`src/rtl/mc_bin_req_parser.sv`:
```
// Memcached binary-protocol request header parser: strips the 24-byte header
// into a metadata record, forwards the body, and keeps drop/length statistics.
module mc_bin_req_parser #(
  parameter logic [7:0]  REQ_MAGIC = 8'h80,
  parameter int unsigned CNT_W     = 32
) (
  input  logic             apclk,
  input  logic             apresetn,
  input  logic [63:0]      s_axis_tdata,
  input  logic [7:0]       s_axis_tkeep,
  input  logic [63:0]      s_axis_tuser,
  input  logic             s_axis_tlast,
  input  logic             s_axis_tvalid,
  output logic             s_axis_tready,
  output logic [7:0]       meta_opcode,
  output logic [15:0]      meta_keylen,
  output logic [7:0]       meta_extlen,
  output logic [31:0]      meta_bodylen,
  output logic [31:0]      meta_opaque,
  output logic [63:0]      meta_user,
  output logic             meta_nobody,
  output logic             meta_valid,
  input  logic             meta_ready,
  output logic [63:0]      m_axis_tdata,
  output logic [7:0]       m_axis_tkeep,
  output logic             m_axis_tlast,
  output logic             m_axis_tvalid,
  input  logic             m_axis_tready,
  output logic [CNT_W-1:0] pkt_cnt,
  output logic [CNT_W-1:0] err_cnt,
  output logic [CNT_W-1:0] len_err_cnt
);

  typedef enum logic [2:0] {HDR0, HDR1, HDR2, META, BODY, DROP} state_e;

  localparam logic [CNT_W-1:0] CNT_ONE = CNT_W'(1);

  state_e           state_q, state_d;
  logic             run_q;
  logic [7:0]       opcode_q, opcode_d, extlen_q, extlen_d;
  logic [15:0]      keylen_q, keylen_d;
  logic [31:0]      bodylen_q, bodylen_d, opaque_q, opaque_d;
  logic [31:0]      bcnt_q, bcnt_d, body_total;
  logic [63:0]      user_q, user_d;
  logic             nobody_q, nobody_d;
  logic [CNT_W-1:0] pkt_q, pkt_d, err_q, err_d, lerr_q, lerr_d;

  function automatic logic [3:0] popcnt8(input logic [7:0] k);
    logic [3:0] n;
    n = '0;
    for (int unsigned i = 0; i < 8; i++) n = n + {3'b000, k[i]};
    return n;
  endfunction

  always_comb begin
    state_d   = state_q;
    opcode_d  = opcode_q;
    keylen_d  = keylen_q;
    extlen_d  = extlen_q;
    bodylen_d = bodylen_q;
    opaque_d  = opaque_q;
    user_d    = user_q;
    nobody_d  = nobody_q;
    bcnt_d    = bcnt_q;
    pkt_d     = pkt_q;
    err_d     = err_q;
    lerr_d    = lerr_q;
    s_axis_tready = 1'b0;
    meta_valid    = 1'b0;
    m_axis_tvalid = 1'b0;
    m_axis_tdata  = '0;
    m_axis_tkeep  = '0;
    m_axis_tlast  = 1'b0;
    body_total    = bcnt_q + {28'd0, popcnt8(s_axis_tkeep)};
    case (state_q)
      HDR0: begin
        // run_q keeps tready low until the first clock after reset release
        s_axis_tready = run_q;
        if (run_q && s_axis_tvalid) begin
          opcode_d = s_axis_tdata[15:8];
          keylen_d = {s_axis_tdata[23:16], s_axis_tdata[31:24]};
          extlen_d = s_axis_tdata[39:32];
          user_d   = s_axis_tuser;
          if (s_axis_tdata[7:0] != REQ_MAGIC || s_axis_tlast) begin
            err_d   = err_q + CNT_ONE;
            state_d = s_axis_tlast ? HDR0 : DROP;
          end else begin
            state_d = HDR1;
          end
        end
      end
      HDR1: begin
        s_axis_tready = 1'b1;
        if (s_axis_tvalid) begin
          bodylen_d = {s_axis_tdata[7:0], s_axis_tdata[15:8],
                       s_axis_tdata[23:16], s_axis_tdata[31:24]};
          opaque_d  = s_axis_tdata[63:32];
          if (s_axis_tlast) begin
            err_d   = err_q + CNT_ONE;
            state_d = HDR0;
          end else begin
            state_d = HDR2;
          end
        end
      end
      HDR2: begin
        s_axis_tready = 1'b1;
        if (s_axis_tvalid) begin
          nobody_d = s_axis_tlast;
          state_d  = META;
        end
      end
      META: begin
        meta_valid = 1'b1;
        if (meta_ready) begin
          pkt_d  = pkt_q + CNT_ONE;
          bcnt_d = '0;
          if (nobody_q) begin
            if (bodylen_q != '0) lerr_d = lerr_q + CNT_ONE;
            state_d = HDR0;
          end else begin
            state_d = BODY;
          end
        end
      end
      BODY: begin
        m_axis_tvalid = s_axis_tvalid;
        s_axis_tready = m_axis_tready;
        m_axis_tdata  = s_axis_tdata;
        m_axis_tkeep  = s_axis_tkeep;
        m_axis_tlast  = s_axis_tlast;
        if (s_axis_tvalid && m_axis_tready) begin
          bcnt_d = body_total;
          if (s_axis_tlast) begin
            if (body_total != bodylen_q) lerr_d = lerr_q + CNT_ONE;
            state_d = HDR0;
          end
        end
      end
      DROP: begin
        s_axis_tready = 1'b1;
        if (s_axis_tvalid && s_axis_tlast) state_d = HDR0;
      end
      default: state_d = HDR0;
    endcase
  end

  always_ff @(posedge apclk or negedge apresetn) begin
    if (!apresetn) begin
      state_q   <= HDR0;
      run_q     <= 1'b0;
      opcode_q  <= '0;
      keylen_q  <= '0;
      extlen_q  <= '0;
      bodylen_q <= '0;
      opaque_q  <= '0;
      user_q    <= '0;
      nobody_q  <= 1'b0;
      bcnt_q    <= '0;
      pkt_q     <= '0;
      err_q     <= '0;
      lerr_q    <= '0;
    end else begin
      state_q   <= state_d;
      run_q     <= 1'b1;
      opcode_q  <= opcode_d;
      keylen_q  <= keylen_d;
      extlen_q  <= extlen_d;
      bodylen_q <= bodylen_d;
      opaque_q  <= opaque_d;
      user_q    <= user_d;
      nobody_q  <= nobody_d;
      bcnt_q    <= bcnt_d;
      pkt_q     <= pkt_d;
      err_q     <= err_d;
      lerr_q    <= lerr_d;
    end
  end

  assign meta_opcode  = opcode_q;
  assign meta_keylen  = keylen_q;
  assign meta_extlen  = extlen_q;
  assign meta_bodylen = bodylen_q;
  assign meta_opaque  = opaque_q;
  assign meta_user    = user_q;
  assign meta_nobody  = nobody_q;
  assign pkt_cnt      = pkt_q;
  assign err_cnt      = err_q;
  assign len_err_cnt  = lerr_q;

endmodule

```
`config.mk`:
```
export PLATFORM = sky130hd
export DESIGN_NAME = mc_bin_req_parser
export DESIGN_NICKNAME = d
export VERILOG_FILES = /design/src/rtl/mc_bin_req_parser.sv
export SDC_FILE = /design/constraint.sdc
export NUM_CORES = 1
export LEC_CHECK = 0
export CORE_AREA = 2 2 184 186
export DETAILED_ROUTE_END_ITERATION = 10
export DIE_AREA = 0 0 186 188
export HOLD_SLACK_MARGIN = 0.08
export PLACE_DENSITY = 0.86
export SLEW_MARGIN = 20
export SYNTH_ARGS = -nofsm -noshare
export SYNTH_HDL_FRONTEND = slang
export SYNTH_SLANG_ARGS = --single-unit
```
`constraint.sdc`:
```
create_clock -name apclk -period 4.8 [get_ports apclk]
set_input_delay 0.96 -clock apclk [delete_from_list [all_inputs] [get_ports apclk]]
set_output_delay 0.96 -clock apclk [all_outputs]
set_load 0.01 [all_outputs]
```
**Word level (Yosys, flattened, before mapping)**

Index checks and enable logic that the tools add are counted.

- Register bits: 293
- Output and inout bits: 333
- Input bits: 142
- Logic and storage cells: 93

- Reductions and logical operators: 17
- Eq/ne operators: 19
- Multiplexer cells: 33
- Add/subtract/negate cells: 11

Operators by type and width:

| kind | count |
|---|---|
| two-way mux 32 bit | 12 |
| case mux 32 bit (2 select lines) | 3 |
| adder 32 x 1 -> 32 bit, second input constant | 3 |
| two-way mux 64 bit | 1 |
| adder 32 x 4 -> 32 bit | 1 |
| != test 32 bit | 1 |
| nonzero test 32 bit | 1 |
| two-way mux 3 bit | 10 |
| != test 2 bit, second input constant | 12 |
| case mux 3 bit (6 select lines) | 1 |
| adder 4 x 1 -> 4 bit | 4 |
| AND reduction 7 bit | 2 |
| two-way mux 8 bit | 1 |
| != test 8 bit, second input constant | 1 |
| AND reduction 2 bit | 4 |
| == test 3 x 2 -> 1 bit, second input constant | 2 |
| == test 3 bit, second input constant | 2 |
| AND reduction 5 bit | 1 |
| adder 3 x 1 -> 4 bit | 1 |
| nonzero test 2 bit | 2 |
| adder 2 x 1 -> 3 bit | 1 |
| == test 3 x 1 -> 1 bit, second input constant | 1 |
| logical AND 1 bit | 3 |
| logical NOT 3 bit | 1 |
| 7 further kinds | 9 |

**Logic depth before layout (Yosys ltp)**

- Depth in word-level cells: 13
- Mapped depth: 18
- Mapped depth without buffers: 16

**Worst setup path before layout**

OpenSTA, ideal clock, no wires.

- Path kind: input to register
- From: input s_axis_tkeep[0]
- To: register lerr_q[1] (netlist: len_err_cnt[1])
- Setup time: 0.128 ns
- Stages on the path: 16
- Arrival: 5.316 ns
- Setup slack: -0.644 ns
- Path buffers: 1
- Required time: 4.672 ns
- Cell sequence: fa_1 -> inv_1 -> fa_1 -> fa_1 -> fa_1 -> inv_1 -> fa_1 -> nand3_4 -> a2111oi_4 -> and4_4 -> nand3_2 -> nor4_1 -> o2bb2ai_2 -> o31ai_4 -> buf_6 -> mux2_1

- Word-level cells in the longest chain between the ends: 11

RTL lines:

| item | line | text |
|---|---|---|
| from (decl) | 10 | `input logic [7:0] s_axis_tkeep,` |
| adder 1 x 1 -> 2 bit | 51 | `for (int unsigned i = 0; i < 8; i++) n = n + {3'b000, k[i]};` |
| adder 2 x 1 -> 3 bit | 51 |  |
| adder 3 x 1 -> 4 bit | 51 |  |
| adder 4 x 1 -> 4 bit (4 in a row) | 51 |  |
| adder 32 x 4 -> 32 bit | 74 | `body_total = bcnt_q + {28'd0, popcnt8(s_axis_tkeep)};` |
| != test 32 bit | 135 | `if (body_total != bodylen_q) lerr_d = lerr_q + CNT_ONE;` |
| != test 2 bit (no source line) | -- |  |
| AND reduction 7 bit (no source line) | -- |  |
| to (signal assigned) | 176 | `lerr_q <= lerr_d;` |
| to (decl) | 46 | `logic [CNT_W-1:0] pkt_q, pkt_d, err_q, err_d, lerr_q, lerr_d;` |

No other way between the ends.
A chain may end at the register's enable or synchronous reset.

**Worst setup path in the final report**

- From: input s_axis_tkeep[0]
- To: register lerr_q[22] (netlist: len_err_cnt[22])

Same word-level chain as after synthesis.

==> run_summary.xml <==
<?xml version="1.0" encoding="UTF-8"?>
<metrics>
  <group name="status">
    <metric name="outcome" unit="">finished with violations</metric>
    <metric name="violations" unit="">setup timing</metric>
  </group>
  <group name="layout">
    <metric name="drive_gt1_frac" unit="">0.2020</metric>
    <metric name="finish.utilization" unit="">0.6424</metric>
    <metric name="area_growth" unit="%">49.78</metric>
    <metric name="final_net_count" unit="">1903</metric>
    <metric name="stdcell_count" unit="">2232</metric>
  </group>
  <group name="timing">
    <metric name="layout_worst_path_cycle_share" unit="">1.054</metric>
    <metric name="report.final.setup_viol" unit="">32</metric>
    <metric name="clock.fmax" unit="MHz">197.6</metric>
    <metric name="grt_setup_unrepaired" unit="">true</metric>
    <metric name="smallest_hold_slack" unit="ns">0.4075</metric>
    <metric name="layout_setup_ws" unit="ns">-0.2614</metric>
    <metric name="slew_violations" unit="">0</metric>
    <metric name="timing.clock.skew" unit="ns">0.02434</metric>
    <metric name="hold_violations" unit="">0</metric>
    <metric name="min_clock_period_post_route" unit="ns">5.061</metric>
    <metric name="worst_slew_pin_slew" unit="ns">1.013</metric>
    <metric name="timing.slew.headroom" unit="">0.3225</metric>
  </group>
  <group name="critical_path">
    <metric name="critPathArrivalTime" unit="ns">5.55</metric>
    <metric name="worst_r2r_startpoint" unit="">bcnt_q[0]</metric>
    <metric name="reg2reg_to" unit="">len_err_cnt[22]</metric>
    <metric name="path_class" unit="">in2reg</metric>
    <metric name="depth_of_the_most_critical_reg_to_reg_path" unit="">19</metric>
    <metric name="crit_path_cell_trace" unit="">buf_8 &gt; fa_1 &gt; inv_2 &gt; fa_1 &gt; fa_1 &gt; fa_2 &gt; inv_2 &gt; fa_2 &gt; nand3_4 &gt; buf_4 &gt; nand2_1 &gt; nand3_2 &gt; buf_4 &gt; and3_1 &gt; o31a_1 &gt; o2bb2ai_2 &gt; o31ai_4 &gt; buf_6 &gt; buf_16 &gt; nor4_2 &gt; xor2_1</metric>
    <metric name="worst_path_most_repeated_cell" unit="">sky130_fd_sc_hd__fa_1</metric>
    <metric name="critical_path_required" unit="ns">5.29</metric>
    <metric name="worstSetupEndpointType" unit="">flip-flop</metric>
    <metric name="worst_path_max_delay_cell" unit="">sky130_fd_sc_hd__fa_1</metric>
    <metric name="critPathMaxFanout" unit="">8</metric>
    <metric name="r2r_slack" unit="ns">0.36</metric>
    <metric name="critPathMaxStageDelay" unit="ns">0.55</metric>
    <metric name="startpoint_class" unit="">primary input</metric>
  </group>
  <group name="run">
    <metric name="maxCapViolations" unit="">0</metric>
  </group>
  <group name="routing">
    <metric name="postRouteWirelength" unit="mm">49.26</metric>
    <metric name="initialDrtViolationCount" unit="">616</metric>
    <metric name="drtPass1Iterations" unit="">5</metric>
    <metric name="ant_nets" unit="">0</metric>
    <metric name="wire_per_inst" unit="microns">22.07</metric>
    <metric name="vias_per_cell" unit="">5.437</metric>
    <metric name="routed-via-count" unit="">12140</metric>
    <metric name="drc" unit="">0</metric>
  </group>
  <group name="synth">
    <metric name="ys_seq_elements" unit="">293</metric>
    <metric name="ys_top_cells_by_count" unit="">293 x sky130_fd_sc_hd__dfrtp_1, 165 x sky130_fd_sc_hd__mux2_2, 94 x sky130_fd_sc_hd__and3_1, 74 x sky130_fd_sc_hd__xnor2_1, 72 x sky130_fd_sc_hd__nand2_1</metric>
    <metric name="yosys-mux-area-fraction" unit="">0.1351</metric>
    <metric name="synth_area" unit="sq mm">0.01420</metric>
    <metric name="yosysUniqueCellTypes" unit="">70</metric>
    <metric name="synth.yosys.warnings" unit="">0</metric>
    <metric name="syn-instance-count" unit="">1235</metric>
    <metric name="synth_area_in_simple_gates" unit="">0.1616</metric>
    <metric name="largest_area_contributor_in_the_synthesized_netlist" unit="">sky130_fd_sc_hd__dfrtp_1</metric>
    <metric name="ys.flop_type" unit="">sky130_fd_sc_hd__dfrtp_1</metric>
    <metric name="synthXorXnorAreaFrac" unit="">0.08387</metric>
    <metric name="synth_top_family_by_area" unit="">simple AND/OR/NAND/NOR gates</metric>
    <metric name="synth-async-reset-ratio" unit="">1.000</metric>
    <metric name="yosysSeqAreaShare" unit="">0.5163</metric>
    <metric name="post_synth_main_area_contributors" unit="">sky130_fd_sc_hd__dfrtp_1 52%, sky130_fd_sc_hd__mux2_2 13%, sky130_fd_sc_hd__xnor2_1 4.6%, sky130_fd_sc_hd__and3_1 4.1%, sky130_fd_sc_hd__xor2_1 3.8%</metric>
    <metric name="synthesis.nets" unit="">1391</metric>
    <metric name="synth_area_per_cell" unit="sq um">11.50</metric>
    <metric name="yosysTopAreaCellShare" unit="">0.5163</metric>
    <metric name="synth_compound_area_frac" unit="">0.06096</metric>
    <metric name="synth-edff-count" unit="">0</metric>
    <metric name="yosys.area_share.adder" unit="">0.01498</metric>
    <metric name="synth.most_common_cell" unit="">sky130_fd_sc_hd__dfrtp_1</metric>
  </group>
  <group name="placement">
    <metric name="dp.cells" unit="">2147</metric>
    <metric name="detailed_place_hpwl" unit="mm">35.61</metric>
    <metric name="gp_congestion" unit="">0.9220</metric>
    <metric name="port_buffers" unit="">474</metric>
    <metric name="dpl_worst_slack" unit="ns">-1.269</metric>
  </group>
  <group name="floorplanning">
    <metric name="die_x" unit="microns">186</metric>
    <metric name="core_area" unit="sq mm">0.03311</metric>
    <metric name="fp.dieArea" unit="sq mm">0.03497</metric>
    <metric name="design.portCount" unit="">475</metric>
    <metric name="initial_core_util" unit="">0.4289</metric>
    <metric name="die_span_in_y" unit="microns">188</metric>
    <metric name="floorplan.rows" unit="">67</metric>
  </group>
  <group name="clock_network">
    <metric name="cts-buffers-inserted" unit="">31</metric>
    <metric name="numClockSinks" unit="">293</metric>
    <metric name="clock_tree_from_tritoncts" unit="">done</metric>
    <metric name="holdBufCountCts" unit="">0</metric>
    <metric name="clockRootBuffer" unit="">sky130_fd_sc_hd__clkbuf_16</metric>
    <metric name="clkSlewWorstSetupHoldPaths" unit="ns">0.06</metric>
    <metric name="worstSkewPairLatency" unit="ns">0.59</metric>
    <metric name="cts_htree_levels" unit="">1</metric>
    <metric name="clock_path_buffers" unit="">3</metric>
  </group>
  <group name="min_path">
    <metric name="hold_path.class" unit="">in2async</metric>
  </group>
  <group name="power">
    <metric name="report.power.total" unit="mW">11.28</metric>
    <metric name="power_density" unit="mW/mm^2">530.3</metric>
    <metric name="p_leak" unit="nW">9.159</metric>
    <metric name="ir_drop" unit="mV">0.4190</metric>
  </group>
  <group name="global_routing">
    <metric name="gr-total-overflow" unit="">0</metric>
    <metric name="antenna_found_initial" unit="">12</metric>
    <metric name="track_usage" unit="">0.2751</metric>
    <metric name="global_route_wire_length_before_repair" unit="mm">74.36</metric>
    <metric name="via_count_of_the_first_global_routing_pass" unit="">12230</metric>
    <metric name="grt_start_max_net_pins" unit="">119</metric>
  </group>
</metrics>
## layer usage
metal | track usage | vias to the layer above | wire (microns)
li1 | - | 5445 | -
met1 | 0.3343 | 6092 | 18930
met2 | 0.4614 | 493 | 24540
met3 | 0.07904 | 105 | 3930
met4 | 0.1027 | 0 | 1860
met5 | 0 | - | 0
## report_power, final
group	internal [mW]	switching [mW]	total (mW)
logic	2.74	2.11	4.84
registers	3.25	0.729	3.98
clock network	1.44	1.02	2.46
## registers in the layout, summed over array words and instances, names as in the netlist
signal        flops
meta_bodylen     32
bcnt_q           32
err_cnt          32
state_q           3
run_q             1
meta_keylen      16
meta_opcode       8
meta_user        64
len_err_cnt      32
meta_extlen       8
pkt_cnt          32
meta_nobody       1
meta_opaque      32
## cell usage in the layout (no fill, tap or decap), types with 10 or more instances in the layout
cell type                         instances
sky130_fd_sc_hd__clkdlybuf4s50_1        470
sky130_fd_sc_hd__dfrtp_1                292
sky130_fd_sc_hd__mux2_2                 165
sky130_fd_sc_hd__and3_1                  92
sky130_fd_sc_hd__nand2_1                 72
sky130_fd_sc_hd__xnor2_1                 68
sky130_fd_sc_hd__xor2_1                  62
sky130_fd_sc_hd__nor2_1                  55
sky130_fd_sc_hd__o21ai_0                 55
sky130_fd_sc_hd__buf_4                   55
sky130_fd_sc_hd__nand3_1                 51
sky130_fd_sc_hd__nand4_1                 34
sky130_fd_sc_hd__clkbuf_16               31
sky130_fd_sc_hd__inv_1                   23
sky130_fd_sc_hd__nor4_1                  14
sky130_fd_sc_hd__diode_2                 12
sky130_fd_sc_hd__nor4_2                  11
sky130_fd_sc_hd__a21oi_1                 10
sky130_fd_sc_hd__and4_1                  10
sky130_fd_sc_hd__clkbuf_1                10
## cell type report
type	instances	area (sq um)
fillers	2421	11840
repair buffers	543	5408
well taps	448	560.5
clock inverters	8	110.1
diodes	12	30.03
multi-input cells	852	6795
inverters	26	97.59
clock buffers	50	937.1
flip-flops and latches	293	7333
## per-stage QoR
step | instance area [sq um] | setup TNS, ns
final | 21270 | -5.783
after global routing | 21270 | -11.51
after global placement | 19730 | -40.02
after floorplan | 14220 | -14.22
after CTS | 21040 | -7.545
after detailed placement | 19730 | -42.39
## worst max path at each step
stage	from	endpoint	slack [ns]	depth (start not counted)
global placement	s_axis_tkeep[0]	len_err_cnt[1]	-1.24	17
global route	s_axis_tkeep[0]	len_err_cnt[22]	-0.42	19
finish	s_axis_tkeep[0]	len_err_cnt[22]	-0.26	21
detailed placement	s_axis_tkeep[0]	len_err_cnt[1]	-1.27	17
floorplan	s_axis_tkeep[0]	len_err_cnt[1]	-0.56	16
CTS	s_axis_tkeep[3]	len_err_cnt[27]	-0.27	20
## kinds of logic after synthesis
kind of cell | count (synthesis)
AND/OR/NAND/NOR | 410
multiplexers | 171
AO/OA/AOI/OAI | 120
flip-flops | 293
adder cells (fa/ha/maj) | 14
other | 1
buffers and inverters | 90
XOR/XNOR | 136
## worst max-delay path, delay by kind of cell
family                     cells  cell delay [ns]
adders and majority gates      5             2.08
AOI/OAI and AO/OA              3             0.59
buffers and inverters          7             0.88
and+or+nand+nor                5             0.84
xor gates and xnor gates       1             0.18
## repair_timing
action	4_1_cts	5_1_grt
endpoints found under the hold margin	0	0
pin swaps	25	33
endpoints found under the setup margin	32	32
gates resized for setup	37	39
gates cloned	2	0
buffers inserted	11	3
(Power assumes the default switching activity.)
